## src/rtl/mem_port_arbiter_if.sv

```systemverilog
// Request/response and memory-bus signals shared by the fetch stage, the
// memory stage, the external memory and the arbiter.
interface mem_port_arbiter_if #(
    parameter int ADDR_W = 32,
    parameter int DATA_W = 32
);
    logic              if_req;
    logic [ADDR_W-1:0] if_addr;
    logic [DATA_W-1:0] if_rdata;
    logic              if_valid;
    logic              dm_req;
    logic              dm_we;
    logic [ADDR_W-1:0] dm_addr;
    logic [DATA_W-1:0] dm_wdata;
    logic [DATA_W-1:0] dm_rdata;
    logic              dm_valid;
    logic              mem_req;
    logic              mem_we;
    logic [ADDR_W-1:0] mem_addr;
    logic [DATA_W-1:0] mem_wdata;
    logic              mem_ack;
    logic [DATA_W-1:0] mem_rdata;
    logic              stall_if;
    logic              stall_mem;
    logic              err_timeout;

    // arbiter side: owns the memory bus and answers both pipeline requesters
    modport master (
        input  if_req, if_addr, dm_req, dm_we, dm_addr, dm_wdata, mem_ack, mem_rdata,
        output if_rdata, if_valid, dm_rdata, dm_valid, mem_req, mem_we, mem_addr,
               mem_wdata, stall_if, stall_mem, err_timeout
    );

    // environment side: pipeline requesters plus the external memory
    modport slave (
        output if_req, if_addr, dm_req, dm_we, dm_addr, dm_wdata, mem_ack, mem_rdata,
        input  if_rdata, if_valid, dm_rdata, dm_valid, mem_req, mem_we, mem_addr,
               mem_wdata, stall_if, stall_mem, err_timeout
    );
endinterface

```

## src/rtl/mem_port_arbiter.sv

```systemverilog
// Shares one single-port memory bus between instruction fetch and data
// access. Data wins ties, a run counter bounds consecutive data grants while
// fetch waits, and a watchdog aborts accesses the memory never acknowledges.
module mem_port_arbiter #(
    parameter int ADDR_W     = 32,
    parameter int DATA_W     = 32,
    parameter int MAX_DM_RUN = 2,
    parameter int TIMEOUT    = 64
) (
    input logic            clock,
    input logic            reset,
    mem_port_arbiter_if.master bus
);
    localparam int RUN_W  = $clog2(MAX_DM_RUN + 1);
    localparam int WAIT_W = $clog2(TIMEOUT);
    localparam logic [RUN_W-1:0]  RUN_MAX   = RUN_W'(MAX_DM_RUN);
    localparam logic [WAIT_W-1:0] WAIT_LAST = WAIT_W'(TIMEOUT - 1);

    typedef enum logic [1:0] {IDLE, IF_BUSY, DM_BUSY, RESP} state_t;

    state_t            state, state_nx;
    logic [RUN_W-1:0]  run, run_nx;
    logic [WAIT_W-1:0] wcnt;
    logic              busy, ack, expire, done;

    // mem_req is high exactly while an access is in flight, so an ack seen
    // with mem_req low (idle, response cycle, after reset) never counts
    assign busy   = (state == IF_BUSY) || (state == DM_BUSY);
    assign ack    = busy && bus.mem_req && bus.mem_ack;
    assign expire = busy && !ack && (wcnt == WAIT_LAST);
    assign done   = ack || expire;

    assign bus.stall_if  = bus.if_req & ~bus.if_valid;
    assign bus.stall_mem = bus.dm_req & ~bus.dm_valid;

    // next state and run counter: data first unless fetch has waited too long
    always_comb begin
        state_nx = state;
        run_nx   = run;
        case (state)
            IDLE: begin
                if (bus.dm_req && (!bus.if_req || run < RUN_MAX)) begin
                    state_nx = DM_BUSY;
                    if (run != RUN_MAX) run_nx = run + RUN_W'(1);
                end else if (bus.if_req) begin
                    state_nx = IF_BUSY;
                    run_nx   = '0;
                end else begin
                    run_nx = '0;
                end
            end
            IF_BUSY, DM_BUSY: if (done) state_nx = RESP;
            RESP:             state_nx = IDLE;
            default:          state_nx = IDLE;
        endcase
    end

    // state and run counter registers
    always_ff @(posedge clock) begin
        if (reset) begin
            state <= IDLE;
            run   <= '0;
        end else begin
            state <= state_nx;
            run   <= run_nx;
        end
    end

    // wait counter: zero outside an access, counts busy cycles without ack
    always_ff @(posedge clock) begin
        if (reset || !busy) wcnt <= '0;
        else if (!ack)      wcnt <= wcnt + WAIT_W'(1);
    end

    // bus request registers: loaded on grant, held until completion
    always_ff @(posedge clock) begin
        if (reset) begin
            bus.mem_req   <= 1'b0;
            bus.mem_we    <= 1'b0;
            bus.mem_addr  <= '0;
            bus.mem_wdata <= '0;
        end else if (state == IDLE) begin
            if (state_nx == DM_BUSY) begin
                bus.mem_req   <= 1'b1;
                bus.mem_we    <= bus.dm_we;
                bus.mem_addr  <= bus.dm_addr;
                bus.mem_wdata <= bus.dm_wdata;
            end else if (state_nx == IF_BUSY) begin
                bus.mem_req   <= 1'b1;
                bus.mem_we    <= 1'b0;
                bus.mem_addr  <= bus.if_addr;
                bus.mem_wdata <= '0;
            end
        end else if (done) begin
            bus.mem_req <= 1'b0;
        end
    end

    // completion pulses and returned data; aborts and writes return zero
    always_ff @(posedge clock) begin
        if (reset) begin
            bus.if_valid    <= 1'b0;
            bus.dm_valid    <= 1'b0;
            bus.err_timeout <= 1'b0;
            bus.if_rdata    <= '0;
            bus.dm_rdata    <= '0;
        end else begin
            bus.if_valid    <= (state == IF_BUSY) && done;
            bus.dm_valid    <= (state == DM_BUSY) && done;
            bus.err_timeout <= expire;
            if ((state == IF_BUSY) && done)
                bus.if_rdata <= ack ? bus.mem_rdata : '0;
            if ((state == DM_BUSY) && done)
                bus.dm_rdata <= (ack && !bus.mem_we) ? bus.mem_rdata : '0;
        end
    end
endmodule

```

## src/flat_wrapper.sv

```systemverilog
// flat-port wrapper written by rule: the top's interface ports become plain ports
module mem_port_arbiter_flat 
#(
    parameter int ADDR_W     = 32,
    parameter int DATA_W     = 32,
    parameter int MAX_DM_RUN = 2,
    parameter int TIMEOUT    = 64
)
  (clock, reset, bus_if_req, bus_if_addr, bus_dm_req, bus_dm_we, bus_dm_addr, bus_dm_wdata, bus_mem_ack, bus_mem_rdata, bus_if_rdata, bus_if_valid, bus_dm_rdata, bus_dm_valid, bus_mem_req, bus_mem_we, bus_mem_addr, bus_mem_wdata, bus_stall_if, bus_stall_mem, bus_err_timeout);
  mem_port_arbiter_if #(.ADDR_W(ADDR_W), .DATA_W(DATA_W)) bus_i ();
  input logic clock;
  input logic reset;
  input wire logic [$bits(bus_i.if_req)-1:0] bus_if_req;
  input wire logic [$bits(bus_i.if_addr)-1:0] bus_if_addr;
  input wire logic [$bits(bus_i.dm_req)-1:0] bus_dm_req;
  input wire logic [$bits(bus_i.dm_we)-1:0] bus_dm_we;
  input wire logic [$bits(bus_i.dm_addr)-1:0] bus_dm_addr;
  input wire logic [$bits(bus_i.dm_wdata)-1:0] bus_dm_wdata;
  input wire logic [$bits(bus_i.mem_ack)-1:0] bus_mem_ack;
  input wire logic [$bits(bus_i.mem_rdata)-1:0] bus_mem_rdata;
  output wire logic [$bits(bus_i.if_rdata)-1:0] bus_if_rdata;
  output wire logic [$bits(bus_i.if_valid)-1:0] bus_if_valid;
  output wire logic [$bits(bus_i.dm_rdata)-1:0] bus_dm_rdata;
  output wire logic [$bits(bus_i.dm_valid)-1:0] bus_dm_valid;
  output wire logic [$bits(bus_i.mem_req)-1:0] bus_mem_req;
  output wire logic [$bits(bus_i.mem_we)-1:0] bus_mem_we;
  output wire logic [$bits(bus_i.mem_addr)-1:0] bus_mem_addr;
  output wire logic [$bits(bus_i.mem_wdata)-1:0] bus_mem_wdata;
  output wire logic [$bits(bus_i.stall_if)-1:0] bus_stall_if;
  output wire logic [$bits(bus_i.stall_mem)-1:0] bus_stall_mem;
  output wire logic [$bits(bus_i.err_timeout)-1:0] bus_err_timeout;
  assign bus_i.if_req = bus_if_req;
  assign bus_i.if_addr = bus_if_addr;
  assign bus_i.dm_req = bus_dm_req;
  assign bus_i.dm_we = bus_dm_we;
  assign bus_i.dm_addr = bus_dm_addr;
  assign bus_i.dm_wdata = bus_dm_wdata;
  assign bus_i.mem_ack = bus_mem_ack;
  assign bus_i.mem_rdata = bus_mem_rdata;
  assign bus_if_rdata = bus_i.if_rdata;
  assign bus_if_valid = bus_i.if_valid;
  assign bus_dm_rdata = bus_i.dm_rdata;
  assign bus_dm_valid = bus_i.dm_valid;
  assign bus_mem_req = bus_i.mem_req;
  assign bus_mem_we = bus_i.mem_we;
  assign bus_mem_addr = bus_i.mem_addr;
  assign bus_mem_wdata = bus_i.mem_wdata;
  assign bus_stall_if = bus_i.stall_if;
  assign bus_stall_mem = bus_i.stall_mem;
  assign bus_err_timeout = bus_i.err_timeout;
  mem_port_arbiter #(.ADDR_W(ADDR_W), .DATA_W(DATA_W), .MAX_DM_RUN(MAX_DM_RUN), .TIMEOUT(TIMEOUT)) u_core (.clock(clock), .reset(reset), .bus(bus_i));
endmodule
```

## config.mk

```make
export PLATFORM = sky130hd
export DESIGN_NAME = mem_port_arbiter_flat
export DESIGN_NICKNAME = d
export VERILOG_FILES = /design/src/rtl/mem_port_arbiter_if.sv /design/src/rtl/mem_port_arbiter.sv /design/src/flat_wrapper.sv
export SDC_FILE = /design/constraint.sdc
export NUM_CORES = 1
export LEC_CHECK = 0
export ABC_CLOCK_PERIOD_IN_PS = 5300
export CAP_MARGIN = 15
export CORE_MARGIN = 1.5
export CORE_UTILIZATION = 35
export DETAILED_ROUTE_END_ITERATION = 8
export PLACE_DENSITY = 0.69
export SKIP_LAST_GASP = 1
export SLEW_MARGIN = 10
export SYNTH_ARGS = -nofsm -noshare
export SYNTH_HDL_FRONTEND = slang
export SYNTH_SLANG_ARGS = --single-unit
```

## constraint.sdc

```tcl
create_clock -name clock -period 5.3 [get_ports clock]
set_input_delay 0.53 -clock clock [delete_from_list [all_inputs] [get_ports clock]]
set_output_delay 0.53 -clock clock [all_outputs]
set_load 0.01 [all_outputs]
```

# After elaboration in Yosys (flattened, before gate mapping)
# Cells that the tools add are included.
# op_classes
mux	18
n_lt_le_gt_ge	1
shifts	0
eq_ne	9
multipliers	0
bitwise	4
n_reduce_logical	23
div	0
n_addsub	2
# ops
op	count
two-way mux 32 bit	6
two-way mux 2 bit	5
logical AND 1 bit	8
adder 6 x 1 -> 6 bit (second input constant)	1
equality test 2 bit (second input constant)	3
equality test 6 bit (second input constant)	1
two-way mux 1 bit	6
case mux 2 bit (3 select lines)	1
AND reduction 2 bit	3
equality test 2 x 1 -> 1 bit (second input constant)	2
zero test 1 bit	4
logical OR 1 bit	4
!= test 2 bit (second input constant)	2
nonzero test 2 bit	2
!= test 3 bit (second input constant)	1
adder 2 x 1 -> 2 bit (second input constant)	1
bitwise AND 1 bit	2
zero test 2 bit	1
< comparator 2 bit (second input constant)	1
NOT 1 bit	2
OR reduction 2 bit	1
# totals
latchBits	0
ff_bits	143
word_cells	69
in_bits	134
mem_count	0
out_inout_bits	135
romBits	0
ram_bits	0

# Logic depth before layout (Yosys ltp)
# logic_depth
depth_word	14
depth_mapped	12
mapped_depth_nobuf	9

# Worst setup path before layout
# No wires, ideal clock.
# synth_path
kind	register to register
start	register u_core.state[0]
end	register u_core.bus.mem_addr[10]
t_arrival_ns	2.461
setup_time_ns	0.134
path_buffers	3
path_stages_with_launch	12
setup_slack_ns	2.705
period_less_slack_ns	2.595
path_cell_list	dfxtp_1 -> inv_1 -> ha_1 -> nand3_1 -> o22ai_1 -> a211oi_1 -> ha_1 -> nor2b_1 -> buf_2 -> clkbuf_1 -> buf_2 -> a211oi_1
# synth_between
elab_chain_cells	13
word_cells_on_any_way	21
# synth_rtl
item	line_no	text
start, declared	mem_port_arbiter.sv:21	state_t state, state_nx;
start signal, assigned	mem_port_arbiter.sv:64	state <= state_nx;
equality test 2 x 1 -> 1 bit or equality test 2 bit (tied branches)	mem_port_arbiter.sv:28, mem_port_arbiter.sv:40	
logical OR 1 bit	mem_port_arbiter.sv:28	assign busy = (state == IF_BUSY) || (state == DM_BUSY);
logical AND 1 bit (2 in a row)	mem_port_arbiter.sv:29	assign ack = busy && bus.mem_req && bus.mem_ack;
zero test 1 bit	mem_port_arbiter.sv:30	assign expire = busy && !ack && (wcnt == WAIT_LAST);
logical AND 1 bit (2 in a row)	mem_port_arbiter.sv:30	
logical OR 1 bit	mem_port_arbiter.sv:31	assign done = ack || expire;
two-way mux 2 bit	mem_port_arbiter.sv:52	IF_BUSY, DM_BUSY: if (done) state_nx = RESP;
case mux 2 bit (3 select lines)	mem_port_arbiter.sv:40	case (state)
equality test 2 x 1 -> 1 bit or equality test 2 bit (tied branches)	mem_port_arbiter.sv:88, mem_port_arbiter.sv:83	
nonzero test 2 bit (no source line)	n/a	
AND reduction 2 bit (no source line)	n/a	
end signal, assigned	mem_port_arbiter.sv:86	bus.mem_addr <= bus.dm_addr;
end signal, assigned	mem_port_arbiter.sv:91	bus.mem_addr <= bus.if_addr;
end, declared	mem_port_arbiter_if.sv:30	output if_rdata, if_valid, dm_rdata, dm_valid, mem_req, mem_we, mem_addr,
# Parallel ways exist; a longest one is shown, timed or not.
# A chain may end at the register's enable or synchronous reset.

# Worst setup path after layout
# layout_path
start	register u_core.state[0]
end	register u_core.bus.mem_addr[20]
# The elaborated chain is that of the path after synthesis.

==> impl_summary.txt <==
----------------------------------------------------
[Floorplan]
  Vertical extent of the die ... 130 µm
  Die W ... 130 µm
  Effective utilization at floorplan ... 35.6%
  Core Area ... 0.0158 mm²
  Die area ... 0.0169 mm²
  Site Rows ... 46
  Count of boundary I/O pins ... 269

[STA]
  Hold slack final ... 0.451 ns
  Worst relative slew slack ... 32.8%
  Achievable clock frequency ... 311 MHz
  Pins Over Slew Limit ... 0
  Min Clock Period, post-route ... 3.22 ns
  Slew at the pin with the worst max-slew slack ... 1.00 ns
  Slack of the critical path ... 2.08 ns
  Final period utilization ... 60.7%
  Final hold violation count ... 0
  Unrepaired setup endpoints after global routing ... false
  Worst-case clock skew ... 0.00719 ns
  Total setup violations reported at the end of the flow ... 0
  Setup Total Neg Slack ... 0 ns

[Critical path]
  Crit Reg-Reg Startpoint ... u_core.state[0]$_SDFF_PP0_
  Critical path arrival ... 3.54 ns
  Cell at the slowest stage of the critical path ... buf_4
  Worst Path Required ... 5.62 ns
  Register-to-register path setup slack ... 2.08 ns
  R2R cell count ... 10
  List of cells traversed by the critical path ... inv_1 -> ha_1 -> nand3_1 -> o22ai_1 -> a211oi_1 -> ha_1 -> nor2b_4 -> buf_4 -> nor2_1 -> a211oi_1
  Destination of the worst register-to-register timing path ... u_core.bus.mem_addr[20]$_SDFFE_PP0P_
  Category of the most critical setup path ... reg -> reg
  Buffering stage count on the worst path with inverters included ... 2
  Maximum fanout encountered on the critical timing path ... 61
  Worst setup EP type ... flip-flop
  Delay of the slowest critical-path stage ... 0.54 ns
  Startpoint type of the worst setup path ... flip-flop
  Gate family responsible for the most delay along the worst path ... compound AO/OA/AOI/OAI gates

[Clock network]
  Clock root buffer ... clkbuf_16
  TritonCTS clock tree ... built
  Total clock buffers created by CTS ... 17
  Clock latency reported for the late side of the worst-skew pair ... 0.42 ns
  Sink count of the clock tree ... 143
  Maximum level of the CTS H-tree ... 4
  Resize count post-CTS ... 0
  Clock slew at the register clock pins of the worst setup and hold paths ... 0.06 ns
  # Post-CTS Setup Buffers ... 0
  Deepest clock path buffer count ... 2
  Hold-fix buffers, CTS ... 0

[GRT]
  Gr ovfl total ... 0
  Via count of the first global-routing pass ... 5,048
  Total global-route track usage ... 19.7%
  Initial antenna violation count ... 0
  First-pass GRT wire length ... 25,800 µm
  Pin count of the biggest net entering global routing ... 85

[Flow run]
  Max capacitance violation total ... 0

[Drt]
  Wire length on met1 ... 6730 µm
  Highest routed metal layer ... met4
  Count of unresolved DRC violations after routing ... 0
  Amount of wire on met2 after detailed routing ... 8540 µm
  Detailed-routing iteration count for the pre-antenna-repair pass ... 5
  Remaining antenna violation count ... 0
  Overall via count from detail_route ... 5,416
  Total length of routed met3 wires ... 1590 µm
  Vias per std cell ... 5.07
  First DRT Iteration DRCs ... 297
  Wire length reported by the detailed router ... 17,200 µm
  Average wire per standard cell ... 16.1 µm

[Power]
  Power Density ... 374 mW/mm²
  Total Power Consumption ... 3.36 mW
  Combinational share of power ... 25.9%
  Clock share of power ... 36.3%
  Fraction of power consumed by sequential logic ... 37.8%
  Net Switching ... 0.973 mW
  Cell leakage power ... 3.16 nW
  Fraction of power spent switching nets ... 29.0%
  Pint ... 2.39 mW
  IR drop worst, VDD ... 0.000216 V

[Logic synthesis]
  Mapped Avg Cell Area ... 9.39 µm²
  FF+latch count, synth ... 143
  Portion of synthesized cell area occupied by the leading cell type ... 50.8%
  Most used DFF post-synth ... dfxtp_1
  Count of flip-flops with a built-in enable after synthesis ... 0
  Post-synthesis sequential area ratio ... 50.8%
  Synth Net Count ... 741
  Proportion of register bits with asynchronous set or reset after synthesis ... 0%
  Count of synthesis-stage warnings from yosys ... 0
  Top cell type by total area after synthesis ... dfxtp_1
  Number of standard cells after synthesis ... 600
  Synth top area cells ... dfxtp_1, nand3_1, a21oi_1
  Post-synthesis cell area ... 0.00563 mm²
  Post-synthesis cell type count ... 39

[Final layout]
  Top library cells by usage in the layout, fill and taps aside ... clkdlybuf4s50_1, dfxtp_1, nand3_1
  # nets final ... 981
  Antenna Diode Count ... 0
  Core Util, Final ... 56.9%
  Non-Filler Instances ... 1,069
  Design Area, Final ... 0.00900 mm²
  Syn-to-layout area delta ... 59.7%
  Fraction of final layout cells sized beyond drive strength 1 ... 5.98%
  Most common library cell in the layout ignoring fill and taps ... clkdlybuf4s50_1

[Min path]
  Hold Crit Endpoint ... u_core.bus.mem_wdata[27]$_SDFFE_PP0P_
  Hold path depth ... 2
  Min-delay src ... u_core.bus.mem_wdata[27]$_SDFFE_PP0P_
  Hold/Removal Path Class ... reg -> reg

[Placement]
  Placed Cells incl. Taps ... 1,037
  Placed wire-length estimate ... 12,400 µm
  Final weighted congestion of routability-driven global placement ... 0.824
  Worst slack, placed ... 1.80 ns
  Placed instance area ... 0.00839 mm²
  Number of I/O port buffers ... 268

[Outcome]
  Outcome ... completed

----------------------------------------------------
==> power by group through the flow <==
stage                     logic, mW  registers (mW)  clock network [mW]
final                         0.871            1.27                1.22
after global routing          0.951            1.29                1.29
after global placement        0.860            1.29                   0
after detailed placement      0.879            1.29                   0
after floorplan               0.407            1.33                   0
after CTS                     0.884            1.27                1.24
==> synth_stat cells, types with 5 or more instances <==
cell      count
dfxtp_1     143
nand3_1      70
a21oi_1      68
nor2_1       44
nand2_1      40
a211oi_1     33
a22oi_1      32
mux2i_1      32
a22o_1       31
clkbuf_1     27
buf_2        20
ha_1          7
inv_1         5
nand2b_1      5
==> per-layer routing <==
metal | vias to the layer above | track usage (%)
met5 | - | 0
met1 | 2506 | 21.6
met2 | 228 | 34.7
li1 | 2656 | -
met4 | 0 | 7.52
met3 | 26 | 7.18
==> worst register-to-register path, stage by stage, from the launching register on <==
cell	delay, ns
dfxtp_1	0.38
inv_1	0.08
ha_1	0.41
nand3_1	0.15
o22ai_1	0.13
a211oi_1	0.41
ha_1	0.35
nor2b_4	0.33
buf_4	0.54
nor2_1	0.11
a211oi_1	0.25
==> cell families after synthesis <==
kind of cell	share of synthesized area (%)
AO/OA/AOI/OAI	21.4
flip-flops	50.8
AND/OR/NAND/NOR	14.5
buffers and inverters	5.20
XOR/XNOR	0.777
adder cells (fa/ha/maj)	1.55
multiplexers	5.69
==> worst max path at each step <==
stage / startpoint / endpoint / slack, ns / depth (start not counted)
2_1_floorplan: u_core.state[0]$_SDFF_PP0_ / u_core.bus.mem_addr[10]$_SDFFE_PP0P_ / 2.71 / 11
3_3_place_gp: bus_dm_req / u_core.bus.mem_addr[20]$_SDFFE_PP0P_ / 1.97 / 9
3_5_place_dp: bus_dm_req / u_core.bus.mem_addr[20]$_SDFFE_PP0P_ / 1.80 / 9
4_1_cts: u_core.state[0]$_SDFF_PP0_ / u_core.bus.mem_addr[20]$_SDFFE_PP0P_ / 2.07 / 10
5_1_grt: u_core.state[0]$_SDFF_PP0_ / u_core.bus.mem_addr[21]$_SDFFE_PP0P_ / 1.76 / 10
6_report: u_core.state[0]$_SDFF_PP0_ / u_core.bus.mem_addr[20]$_SDFFE_PP0P_ / 2.08 / 10
==> area by class of cell <==
type | instances | area [µm²]
repair buffers | 277 | 2750
clock buffers | 19 | 443
fillers | 1334 | 6830
clock inverters | 13 | 164
flip-flops and latches | 143 | 2860
multi-input cells | 395 | 2490
inverters | 6 | 22.5
well taps | 216 | 270
==> sequential cells by signal, summed over array words and instances (netlist names) <==
register and count:
u_core.bus.mem_addr 32, u_core.wcnt 6, u_core.bus.mem_wdata 32, u_core.bus.mem_we 1, u_core.bus.if_valid 1, u_core.bus.err_timeout 1
u_core.bus.dm_rdata 32, u_core.run 2, u_core.state 2, u_core.bus.dm_valid 1, u_core.bus.mem_req 1, u_core.bus.if_rdata 32
(Power assumes the default switching activity.)
